==> src/rtl/buffer_write_packer.sv <==
// buffer_write_packer: packs a valid/ready byte stream into 16-bit words for
// the memory_buffer. It issues one write strobe per word and tracks free
// buffer slots with a credit counter, because the buffer has no full flag.
module buffer_write_packer #(
  parameter int DATA_W = 16,
  parameter int BYTE_W = 8,
  parameter int DEPTH  = 8,
  parameter int CNT_W  = 4
) (
  input  logic              clk,
  input  logic              rst,
  input  logic              in_valid,
  input  logic [BYTE_W-1:0] in_byte,
  input  logic              in_last,
  output logic              in_ready,
  input  logic              rd_ack,
  output logic              w,
  output logic [DATA_W-1:0] data_out,
  output logic [CNT_W-1:0]  credits,
  output logic              overflow_err
);

  typedef enum logic [1:0] {
    S_IDLE = 2'd0,
    S_HIGH = 2'd1,
    S_EMIT = 2'd2
  } state_t;

  localparam logic [CNT_W-1:0] DEPTH_C = CNT_W'(DEPTH);
  localparam logic [CNT_W-1:0] ONE_C   = CNT_W'(1);

  state_t              r_state;
  state_t              w_state_nxt;
  logic [BYTE_W-1:0]   r_low;
  logic [DATA_W-1:0]   r_data;
  logic                r_w;
  logic [CNT_W-1:0]    r_credits;
  logic                r_ovf;

  logic                w_ready;
  logic                w_xfer;
  logic                w_load_low;
  logic [DATA_W-1:0]   w_word;
  logic                w_emit;

  // Ready depends only on state and credits; a word is started only with a
  // credit in hand, so the high byte never needs to wait.
  always_comb begin
    w_ready = 1'b0;
    case (r_state)
      S_IDLE:  w_ready = (r_credits != {CNT_W{1'b0}});
      S_HIGH:  w_ready = 1'b1;
      S_EMIT:  w_ready = 1'b0;
      default: w_ready = 1'b0;
    endcase
  end

  assign in_ready = w_ready & ~rst;
  assign w_xfer   = in_valid & in_ready;
  assign w_emit   = (r_state == S_EMIT);

  // Next-state and word assembly; a last byte in IDLE is flushed as a
  // zero-extended half word.
  always_comb begin
    w_state_nxt = r_state;
    w_load_low  = 1'b0;
    w_word      = r_data;
    case (r_state)
      S_IDLE: begin
        if (w_xfer) begin
          if (in_last) begin
            w_word      = {{BYTE_W{1'b0}}, in_byte};
            w_state_nxt = S_EMIT;
          end else begin
            w_load_low  = 1'b1;
            w_state_nxt = S_HIGH;
          end
        end else begin
          w_state_nxt = S_IDLE;
        end
      end
      S_HIGH: begin
        if (w_xfer) begin
          w_word      = {in_byte, r_low};
          w_state_nxt = S_EMIT;
        end else begin
          w_state_nxt = S_HIGH;
        end
      end
      S_EMIT: begin
        w_state_nxt = S_IDLE;
      end
      default: begin
        w_state_nxt = S_IDLE;
      end
    endcase
  end

  // State register, held low byte, registered word and write strobe.
  always_ff @(posedge clk or posedge rst) begin
    if (rst) begin
      r_state <= S_IDLE;
      r_low   <= {BYTE_W{1'b0}};
      r_data  <= {DATA_W{1'b0}};
      r_w     <= 1'b0;
    end else begin
      r_state <= w_state_nxt;
      if (w_load_low) begin
        r_low <= in_byte;
      end
      if (w_state_nxt == S_EMIT) begin
        r_data <= w_word;
      end
      r_w <= (w_state_nxt == S_EMIT);
    end
  end

  // Credit counter: a write consumes one, a read acknowledge returns one;
  // a return while already full saturates and raises the sticky error.
  always_ff @(posedge clk or posedge rst) begin
    if (rst) begin
      r_credits <= DEPTH_C;
      r_ovf     <= 1'b0;
    end else begin
      if (w_emit && !rd_ack) begin
        r_credits <= r_credits - ONE_C;
      end else if (!w_emit && rd_ack) begin
        if (r_credits == DEPTH_C) begin
          r_ovf <= 1'b1;
        end else begin
          r_credits <= r_credits + ONE_C;
        end
      end
    end
  end

  assign w            = r_w;
  assign data_out     = r_data;
  assign credits      = r_credits;
  assign overflow_err = r_ovf;

endmodule

==> config.mk <==
export PLATFORM = sky130hd
export DESIGN_NAME = buffer_write_packer
export DESIGN_NICKNAME = d
export VERILOG_FILES = /design/src/rtl/buffer_write_packer.sv
export SDC_FILE = /design/constraint.sdc
export NUM_CORES = 1
export LEC_CHECK = 0
export ABC_AREA = 0
export CAP_MARGIN = 20
export CELL_PAD_IN_SITES_DETAIL_PLACEMENT = 0
export CELL_PAD_IN_SITES_GLOBAL_PLACEMENT = 1
export CORE_MARGIN = 2
export CORE_UTILIZATION = 41
export DETAILED_ROUTE_END_ITERATION = 16
export PLACE_DENSITY_LB_ADDON = 0.1
export SYNTH_ARGS = -nofsm -noshare
export SYNTH_HDL_FRONTEND = slang
export SYNTH_SLANG_ARGS = --single-unit
==> constraint.sdc <==
create_clock -name clk -period 5.3 [get_ports clk]
set_input_delay 1.325 -clock clk [delete_from_list [all_inputs] [get_ports clk]]
set_output_delay 1.325 -clock clk [all_outputs]
set_load 0.05 [all_outputs]
# After elaboration in Yosys (flattened, before gate mapping)
# Cells that the tools add are included.
[word_totals] ff_bits=32 mem_bits_ro=0 word_cells=46 latch_bits=0 output_inout_bits=23 mem_count=0 input_bits=13 ram_bits=0
[classes] n_mux=15 n_reduce_logical=11 eq_ne=8 bitwise_logic=4 div=0 n_mul=0 n_addsub=2 n_shift=0 magnitude_cmp=0
[ops] operator="$mux W16" count=3
[ops] operator="$pmux W16 S2" count=1
[ops] operator="$mux W4" count=3
[ops] operator="$ne A2 B2 Y1 const B" count=4
[ops] operator="$mux W2" count=3
[ops] operator="$reduce_and A5 Y1" count=1
[ops] operator="$add A4 B1 Y4 const B" count=1
[ops] operator="$eq A2 B2 Y1 const B" count=2
[ops] operator="$eq A4 B4 Y1 const B" count=1
[ops] operator="$pmux W2 S2" count=1
[ops] operator="$reduce_bool A2 Y1" count=2
[ops] operator="$reduce_bool A4 Y1" count=1
[ops] operator="$sub A4 B1 Y4 const B" count=1
[ops] operator="$mux W1" count=3
[ops] operator="$reduce_and A3 Y1" count=1
[ops] operator="$and A1 B1 Y1" count=2
[ops] operator="$eq A2 B1 Y1 const B" count=1
[ops] operator="$logic_and A1 B1 Y1" count=2
[ops] operator="$logic_not A1 Y1" count=2
[ops] operator="$logic_not A2 Y1" count=1
[ops] operator="$not A1 Y1" count=2
[ops] operator="$pmux W1 S2" count=1
[ops] operator="$reduce_and A2 Y1" count=1

# Depth between registers and ports, before layout
# Gate-level depths: netlist (run 1).
[depth] ltp_word=8 mapped_depth=8

# Worst setup path before layout (run 1)
# Ideal clock, no wire load.
[synth_path] kind="input -> output" from="input port rst" to="output port in_ready" path_buffers=0 stages=1 arrival_time_ps=2401 slack_ps=1574 path_cell_list="nor3_1"
[synth_between] elab_chain_cells=2
[synth_lines] element="from (decl)" line_no="11" text="input logic rst,"
[synth_lines] element="$not A1 Y1" line_no="58" text="assign in_ready = w_ready & ~rst;"
[synth_lines] element="$and A1 B1 Y1" line_no="58"
[synth_lines] element="to (decl)" line_no="15" text="output logic in_ready,"
# No other way between the ends.

# Worst setup path in the final report (run 1)
# Ends and elaborated chain as after synthesis.

==> reports/results.ini, run 1 <==
[worst_setup_path]
worstPathMaxFanout = 4
r2r_end = credits[3]$_DFFE_PP1P_
crit_type = primary input to output port
worstPathArrival_ns = 2.82
r2r_cells = 8
max_stage_delay_ns = 0.83
worstReg2RegStart = r_state[0]$_DFF_PP0_
reg2reg_slack_ns = 2.98
start_kind = primary input
cp_slowest_cell = clkdlybuf4s50_1
critical_path_required_ns = 3.97
crit_top_cell = clkdlybuf4s50_1
path_cells = clkdlybuf4s50_1, nor3_1, clkdlybuf4s50_1
cp-end-kind = output port

[synth]
synth_nets = 136
async_flop_share_pct = 100
synth_edf_count = 0
synth_cell_types = 33
synth.most_common_cell = dfrtp_1
ys.flop_type = dfrtp_1
synth_warnings = 0
synth_area_leaders = dfrtp_1 (52%), mux2_2 (6.8%), mux2i_1 (6.1%)
yosys.area.top_type = dfrtp_1
ys_ff_latch = 32
syn_inst = 118
ys_seq_area_share_pct = 53.9
ys_top_cells_by_count = dfrtp_1 (31), nor2_1 (12), mux2_2 (9), mux2i_1 (9)
synth_top_area_share_pct = 52.1
synth_area_um2 = 1490
syn_area_per_cell_um2 = 12.6

[power]
switching_share_pct = 46.2
p_comb_share_pct = 53.6
cellPowerDensity_nw_per_um2 = 632
power_uw = 1210
ir_worst_vdd_v = 0.000279
power_leakage_uw = 0.000891
internal_power_uw = 653
power_switching_uw = 561
clkPwrFrac_pct = 11.0
pwr-share-seq_pct = 35.3

[sta]
rsz0062_at_grt = no
min_period_over_period_pct = 78.3
min_period_ns = 4.15
worst_slew_pin_slew_ns = 0.697
hold_violations = 0
fin_skew_ns = 0.0140
maxSlewHeadroom_pct = 53.2
layout_setup_ws_ns = 1.15
fmax_ghz = 0.241
drv_slew = 0
setup_viol_count_final = 0
tns_ns = 0

[hold_path]
hp-start = overflow_err$_DFFE_PP0P_
worst_hold_path_type = flip-flop to flip-flop
min_to = overflow_err$_DFFE_PP0P_
hold_depth = 1

[clocking]
cts_tree = yes
postCtsHoldBufs = 0
cts_root_buf = clkbuf_4
clockBufferDepth = 2
cts_buffers = 5
clkTransAtPathRegs_ns = 0.09
clock_sinks = 32
post_cts_buffers = 0
cts.htree.levels = 2
clk_latency_ns = 0.33
ctsResizeCount = 0

[grt]
antenna_found_initial = 0
grt_usage_pct = 16.1
grt_max_degree = 33
grt_pass1_vias = 1032
overflow = 0
grt_pass1_wl_um = 4890

[floorplan]
row_count = 21
core-area_um2 = 3420
die_h_um = 64.2
pin_count = 36
start_util_pct = 43.6
dieArea_um2 = 4130
die_w_um = 64.2

[detailed_routing]
num_vias = 1002
dr.pass1.iters = 4
first_iter_violations = 39
wl_per_cell_um = 14.0
viasPerCell = 4.89
drc_errors = 0
ant_nets = 0
routed_wl_um = 2870

[placed_design]
dp_cells = 197
post-dp-hpwl_um = 2010
routabilityCongestion = 0.732
place_ws_ns = 1.16
port_buffers = 35

[final_layout]
syn_to_final_growth_pct = 29.3
n_antenna_cell = 0
num-fill-cells = 308
drive_gt1_share_pct = 18.2
layout.nets = 176
fin_cells = 205
fin_util_pct = 56.3
final-seq-area_um2 = 802
multiInputGateArea_um2 = 603

[flow_run]
max_cap_viol_count = 0

[status]
status = finished clean

## per-stage QoR
stage               instance area [µm²]  hold WS [ns]
global route                       1920         0.514
detailed placement                 1870         0.459
CTS                                1920         0.482
global placement                   1870         0.452
floorplan                          1490         0.480
finish                             1920         0.472
## kinds of logic (layout without fill, tap and decap cells)
kind of cell / count (synthesis) / after routing / share of synthesized area, %
flops: 32 / 32 / 53.9
compound gates: 24 / 24 / 11.4
buf+inv: 12 / 53 / 5.55
fa+ha+maj: 5 / 5 / 4.71
mux: 18 / 18 / 12.9
simple gates: 25 / 25 / 10.3
xor+xnor: 2 / 2 / 1.18
## flip-flops by register name (all words and copies together), names as in the netlist
signal	count
data_out	16
w	1
r_state	2
r_low	8
credits	4
overflow_err	1
## final cells by class
cell class	instances	share of cell area, %
clock buffer	5	1.95
sequential	32	41.7
inverter	9	2.41
clock inverter	3	0.976
timing repair buffer	36	18.6
tap	46	2.99
multi-input combinational	74	31.4
## layer usage
layer	share of wire, %	GRT usage, %	wire length [µm]	vias up
met5	0	0	0	-
met4	1.7	6.38	48	0
met3	5.7	5.63	164	5
li1	-	-	-	490
met2	45	24.0	1300	28
met1	47	21.4	1360	479
## worst max path at each step
stage               startpoint        to  cells after the start
floorplan                  rst  in_ready                      1
finish                     rst  in_ready                      3
CTS                        rst  in_ready                      3
global placement           rst  in_ready                      3
global route               rst  in_ready                      3
detailed placement         rst  in_ready                      3
## worst max-delay path: cells and delay by family
| family | cells | cell delay (ns) |
|---|---|---|
| buffers and inverters | 2 | 1.31 |
| and+or+nand+nor | 1 | 0.19 |
## cell usage in the layout (no fill, tap or decap), types with 2 or more instances in the layout
master,netlist,routed
a22o_1,8,8
clkdlybuf4s50_1,0,35
nand2b_1,2,2
a21oi_1,8,8
mux2_2,9,9
mux2i_1,9,9
dfrtp_1,31,31
a31o_2,2,2
inv_1,8,8
ha_1,4,4
nor2_1,12,12
clkinv_2,0,2
nand2_1,2,2
clkbuf_4,0,5
o21ai_0,2,2
## power groups by stage
stage	Sequential [µW]	Combinational (µW)	Clock [µW]
global placement	428	649	0
global route	444	692	156
finish	429	652	134
detailed placement	434	658	0
floorplan	677	209	0
CTS	430	659	142
Note: power is estimated with default switching activity, not from simulation.
==> run 2: changes to the inputs <==
--- a/config.mk
+++ b/config.mk
@@ -10,7 +10,7 @@
 export CELL_PAD_IN_SITES_DETAIL_PLACEMENT = 0
 export CELL_PAD_IN_SITES_GLOBAL_PLACEMENT = 1
 export CORE_MARGIN = 2
-export CORE_UTILIZATION = 41
+export CORE_UTILIZATION = 38
 export DETAILED_ROUTE_END_ITERATION = 16
 export PLACE_DENSITY_LB_ADDON = 0.1
 export SYNTH_ARGS = -nofsm -noshare
==> constraint.sdc (replaced) <==
create_clock -name clk -period 4.15 [get_ports clk]
set_input_delay 1.0375 -clock clk [delete_from_list [all_inputs] [get_ports clk]]
set_output_delay 1.0375 -clock clk [all_outputs]
set_load 0.05 [all_outputs]
==> run 2 against run 1 <==
Against the previous run: worst hold slack got worse by 0.0010 ns; sequential share of layout area fell by 0.77 points; final cell count rose by 0.98%; sequential power is 28% higher; largest cell class unchanged; critical path depth unchanged; critical path type unchanged; clock skew fell by 0.0039 ns; global-route usage decreased by 0.40 points; sequential cell count is the same.
==> reports/results.ini, run 2 (same netlist as run 1, synthesis figures left out) <==
[power]
cellPowerDensity_nw_per_um2 = 831
internal_power_uw = 906
power_switching_uw = 721
power_leakage_uw = 0.000902
pwr-share-seq_pct = 33.6
ir_worst_vdd_v = 0.000373
clkPwrFrac_pct = 15.4
switching_share_pct = 44.3
p_comb_share_pct = 51.0

[sta]
drv_slew = 0
maxSlewHeadroom_pct = 54.9
tns_ns = 0
min_period_over_period_pct = 86.5
worst_slew_pin_slew_ns = 0.673
fmax_ghz = 0.278
setup_viol_count_final = 0
rsz0062_at_grt = no
fin_skew_ns = 0.0101
min_period_ns = 3.59
hold_violations = 0

[worst_setup_path]
start_kind = primary input
crit_type = primary input to output port
crit_top_cell = clkdlybuf4s50_1
cp-end-kind = output port
worstPathMaxFanout = 4
worstPathArrival_ns = 2.55
critical_path_required_ns = 3.11
max_stage_delay_ns = 0.83
cp_slowest_cell = clkdlybuf4s50_1
path_cells = clkdlybuf4s50_1, nor3_1, clkdlybuf4s50_1

[grt]
grt_max_degree = 33
grt_usage_pct = 15.7
grt_pass1_wl_um = 5020
overflow = 0
antenna_found_initial = 0
grt_pass1_vias = 1030

[final_layout]
drive_gt1_share_pct = 17.0
mostFrequentLayoutCells = clkdlybuf4s50_1 (35), dfrtp_1 (31), nor2_1 (12)
largest_register_ffs = 16
fin_util_pct = 52.7
layout.nets = 176
n_antenna_cell = 0
syn_to_final_growth_pct = 31.7
layout_commonest_cell = clkdlybuf4s50_1

[floorplan]
core-area_um2 = 3720
die_w_um = 66.6
pin_count = 36
start_util_pct = 40.0
row_count = 22
die_h_um = 66.6
dieArea_um2 = 4430

[detailed_routing]
dr.pass1.iters = 4
routed_wl_um = 2910
viasPerCell = 4.93
wl_per_cell_um = 14.1
ant_nets = 0
first_iter_violations = 45
num_vias = 1020
drc_errors = 0

[hold_path]
worst_hold_path_type = flip-flop to flip-flop

[placed_design]
post-dp-hpwl_um = 2010
routabilityCongestion = 0.713
port_buffers = 35

[status]
status = finished clean

[clocking]
cts_buffers = 5
cts_tree = yes
cts_root_buf = clkbuf_8
post_cts_buffers = 0
postCtsHoldBufs = 0
ctsResizeCount = 0
clockBufferDepth = 2
cts.htree.levels = 2
clock_sinks = 32
clk_latency_ns = 0.29
clkTransAtPathRegs_ns = 0.07

[flow_run]
max_cap_viol_count = 0

## run 2: worst max-delay path: cells and delay by family
kind                   cells  cell delay (ns)
buffers and inverters      2             1.31
and+or+nand+nor            1             0.20
## run 2: cell type report
class	instances	area, µm²
repair buffers	36	358
inverters	9	46.3
flip-flops and latches	32	802
well taps	48	60.1
multi-input cells	74	603
fillers	361	1760
clock buffers	8	90.1
## run 2: routing by layer
layer | vias up | routed length [µm] | global-route usage (%)
met1 | 500 | 1350 | 20.1
met2 | 23 | 1370 | 23.6
met5 | - | 0 | 0
li1 | 491 | - | -
met4 | 0 | 60 | 7.65
met3 | 6 | 132 | 5.24
## run 2: path summary, 6_finish.rpt
kind / cells past startpoint / from / endpoint / slack (ns)
setup / recovery: 3 / rst / in_ready / 0.56
hold / removal: 1 / overflow_err$_DFFE_PP0P_ / overflow_err$_DFFE_PP0P_ / 0.47
setup reg to reg: 8 / r_state[0]$_DFF_PP0_ / credits[3]$_DFFE_PP1P_ / 1.84
hold reg to reg: 1 / overflow_err$_DFFE_PP0P_ / overflow_err$_DFFE_PP0P_ / 0.47
max in group asynchronous: 3 / rst / credits[3]$_DFFE_PP1P_ / 2.58
min in group asynchronous: 3 / rst / data_out[12]$_DFFE_PP0P_ / 1.25
## run 2: power by group through the flow
stage / combinational (µW) / sequential (µW) / clock, µW
floorplan: 267 / 865 / 0
global placement: 831 / 549 / 0
detailed placement: 839 / 553 / 0
CTS: 841 / 550 / 255
global route: 889 / 568 / 275
finish: 830 / 547 / 250
## run 2: stage by stage
stage | setup slack [ns] | instance area (µm²) | std cells | power, µW | hold WS, ns
floorplan | 0.999 | 1490 | 118 | 1130 | 0.480
detailed placement | 0.551 | 1870 | 199 | 1390 | 0.457
CTS | 0.556 | 1960 | 207 | 1650 | 0.473
global placement | 0.600 | 1870 | 199 | 1380 | 0.453
finish | 0.558 | 1960 | 207 | 1630 | 0.471
global route | 0.464 | 1960 | 207 | 1730 | 0.498
==> run 3: changes to the inputs <==
--- a/config.mk
+++ b/config.mk
@@ -10,7 +10,7 @@
 export CELL_PAD_IN_SITES_DETAIL_PLACEMENT = 0
 export CELL_PAD_IN_SITES_GLOBAL_PLACEMENT = 1
 export CORE_MARGIN = 2
-export CORE_UTILIZATION = 38
+export CORE_UTILIZATION = 41
 export DETAILED_ROUTE_END_ITERATION = 16
 export PLACE_DENSITY_LB_ADDON = 0.1
 export SYNTH_ARGS = -nofsm -noshare
==> constraint.sdc (replaced) <==
create_clock -name clk -period 4.3 [get_ports clk]
set_input_delay 1.075 -clock clk [delete_from_list [all_inputs] [get_ports clk]]
set_output_delay 1.075 -clock clk [all_outputs]
set_load 0.05 [all_outputs]
==> run 3 against run 2 <==
Against the previous run: setup slack improved by 0.034 ns; routed wire length rose by 0.48%; utilization rose by 4.2 points; sequential cell count did not move; clock skew fell by 0.0055 ns; via count fell by 0.39%; cell area fell by 0.83%; critical path type unchanged; largest cell class unchanged; largest power group unchanged.
==> reports/results.ini, run 3 (same netlist as run 1, synthesis figures left out) <==
[worst_setup_path]
r2r_cells = 8
reg2reg_slack_ns = 1.96
critical_path_required_ns = 3.22
worstPathArrival_ns = 2.63
crit_type = primary input to output port
start_kind = primary input
worstPathMaxFanout = 4
cp-end-kind = output port

[final_layout]
mostFrequentLayoutCells = clkdlybuf4s50_1 (35), dfrtp_1 (31), nor2_1 (12)
drive_gt1_share_pct = 17.6
layout_commonest_cell = clkdlybuf4s50_1
n_antenna_cell = 0
syn_to_final_growth_pct = 30.6
largest_register_ffs = 16
fin_cells = 205
layout.nets = 176

[clocking]
clk_latency_ns = 0.33
post_cts_buffers = 0
postCtsHoldBufs = 0
clkTransAtPathRegs_ns = 0.10
cts_root_buf = clkbuf_4
ctsResizeCount = 0
cts_buffers = 5
cts.htree.levels = 2
cts_tree = yes
clockBufferDepth = 2
clock_sinks = 32

[grt]
grt_max_degree = 33
grt_usage_pct = 16.5
antenna_found_initial = 0
overflow = 0
grt_pass1_vias = 1030
grt_pass1_wl_um = 5060

[detailed_routing]
first_iter_violations = 69
num_vias = 1016
routed_wl_um = 2930
drc_errors = 0
viasPerCell = 4.96
wl_per_cell_um = 14.3
ant_nets = 0
dr.pass1.iters = 4

[flow_run]
max_cap_viol_count = 0

[sta]
fin_hold_ws_ns = 0.473
setup_viol_count_final = 0
tns_ns = 0
maxSlewHeadroom_pct = 52.4
min_period_ns = 3.71
worst_slew_pin_slew_ns = 0.709
rsz0062_at_grt = no
fmax_ghz = 0.270
drv_slew = 0
fin_skew_ns = 0.00462
min_period_over_period_pct = 86.2
hold_violations = 0

[hold_path]
worst_hold_path_type = flip-flop to flip-flop
hold_depth = 1

[placed_design]
post-dp-hpwl_um = 2040
routabilityCongestion = 0.757
port_buffers = 35
dp_cells = 197

[power]
ir_worst_vdd_v = 0.000361
cellPowerDensity_nw_per_um2 = 802
power_leakage_uw = 0.000899

[floorplan]
core-area_um2 = 3420
row_count = 21
die_h_um = 64.2
die_w_um = 64.2
dieArea_um2 = 4130
start_util_pct = 43.6
pin_count = 36

[status]
status = finished clean

[run 3: cell type report]
| class | count | area [µm²] |
|---|---|---|
| fillers | 305 | 1470 |
| flip-flops and latches | 32 | 802 |
| well taps | 46 | 57.6 |
| multi-input cells | 74 | 603 |
| inverters | 9 | 46.3 |
| clock buffers | 6 | 41.3 |
| repair buffers | 36 | 358 |
| clock inverters | 2 | 35.0 |
[run 3: where the power goes]
part	internal, µW	switching, µW
clock network	122	102
logic	308	498
registers	435	92.2
[run 3: final timing paths]
kind / start / end
setup reg to reg: r_state[0]$_DFF_PP0_ / credits[3]$_DFFE_PP1P_
max in group asynchronous: rst / credits[3]$_DFFE_PP1P_
hold reg to reg: overflow_err$_DFFE_PP0P_ / overflow_err$_DFFE_PP0P_
min in group asynchronous: rst / overflow_err$_DFFE_PP0P_
setup / recovery: rst / in_ready
hold / removal: overflow_err$_DFFE_PP0P_ / overflow_err$_DFFE_PP0P_
[run 3: critical path: stages]
cell             delay [ns]
clkdlybuf4s50_1        0.47
nor3_1                 0.24
clkdlybuf4s50_1        0.84
[run 3: through the flow]
step / worst slack, ns / total power, µW / util (%) / cell area [µm²]
after floorplan: 1.07 / 1090 / - / 1490
after global placement: 0.686 / 1330 / 54.7 / 1870
after detailed placement: 0.598 / 1350 / 54.7 / 1870
after CTS: 0.594 / 1580 / 56.9 / 1940
after global routing: 0.523 / 1650 / 56.9 / 1940
final: 0.592 / 1560 / 56.9 / 1940
[run 3: routing by layer]
layer / track usage, % / wire length [µm]
met1: 21.5 / 1390
met2: 24.7 / 1310
met3: 5.99 / 189
met4: 7.18 / 43
met5: 0 / 0
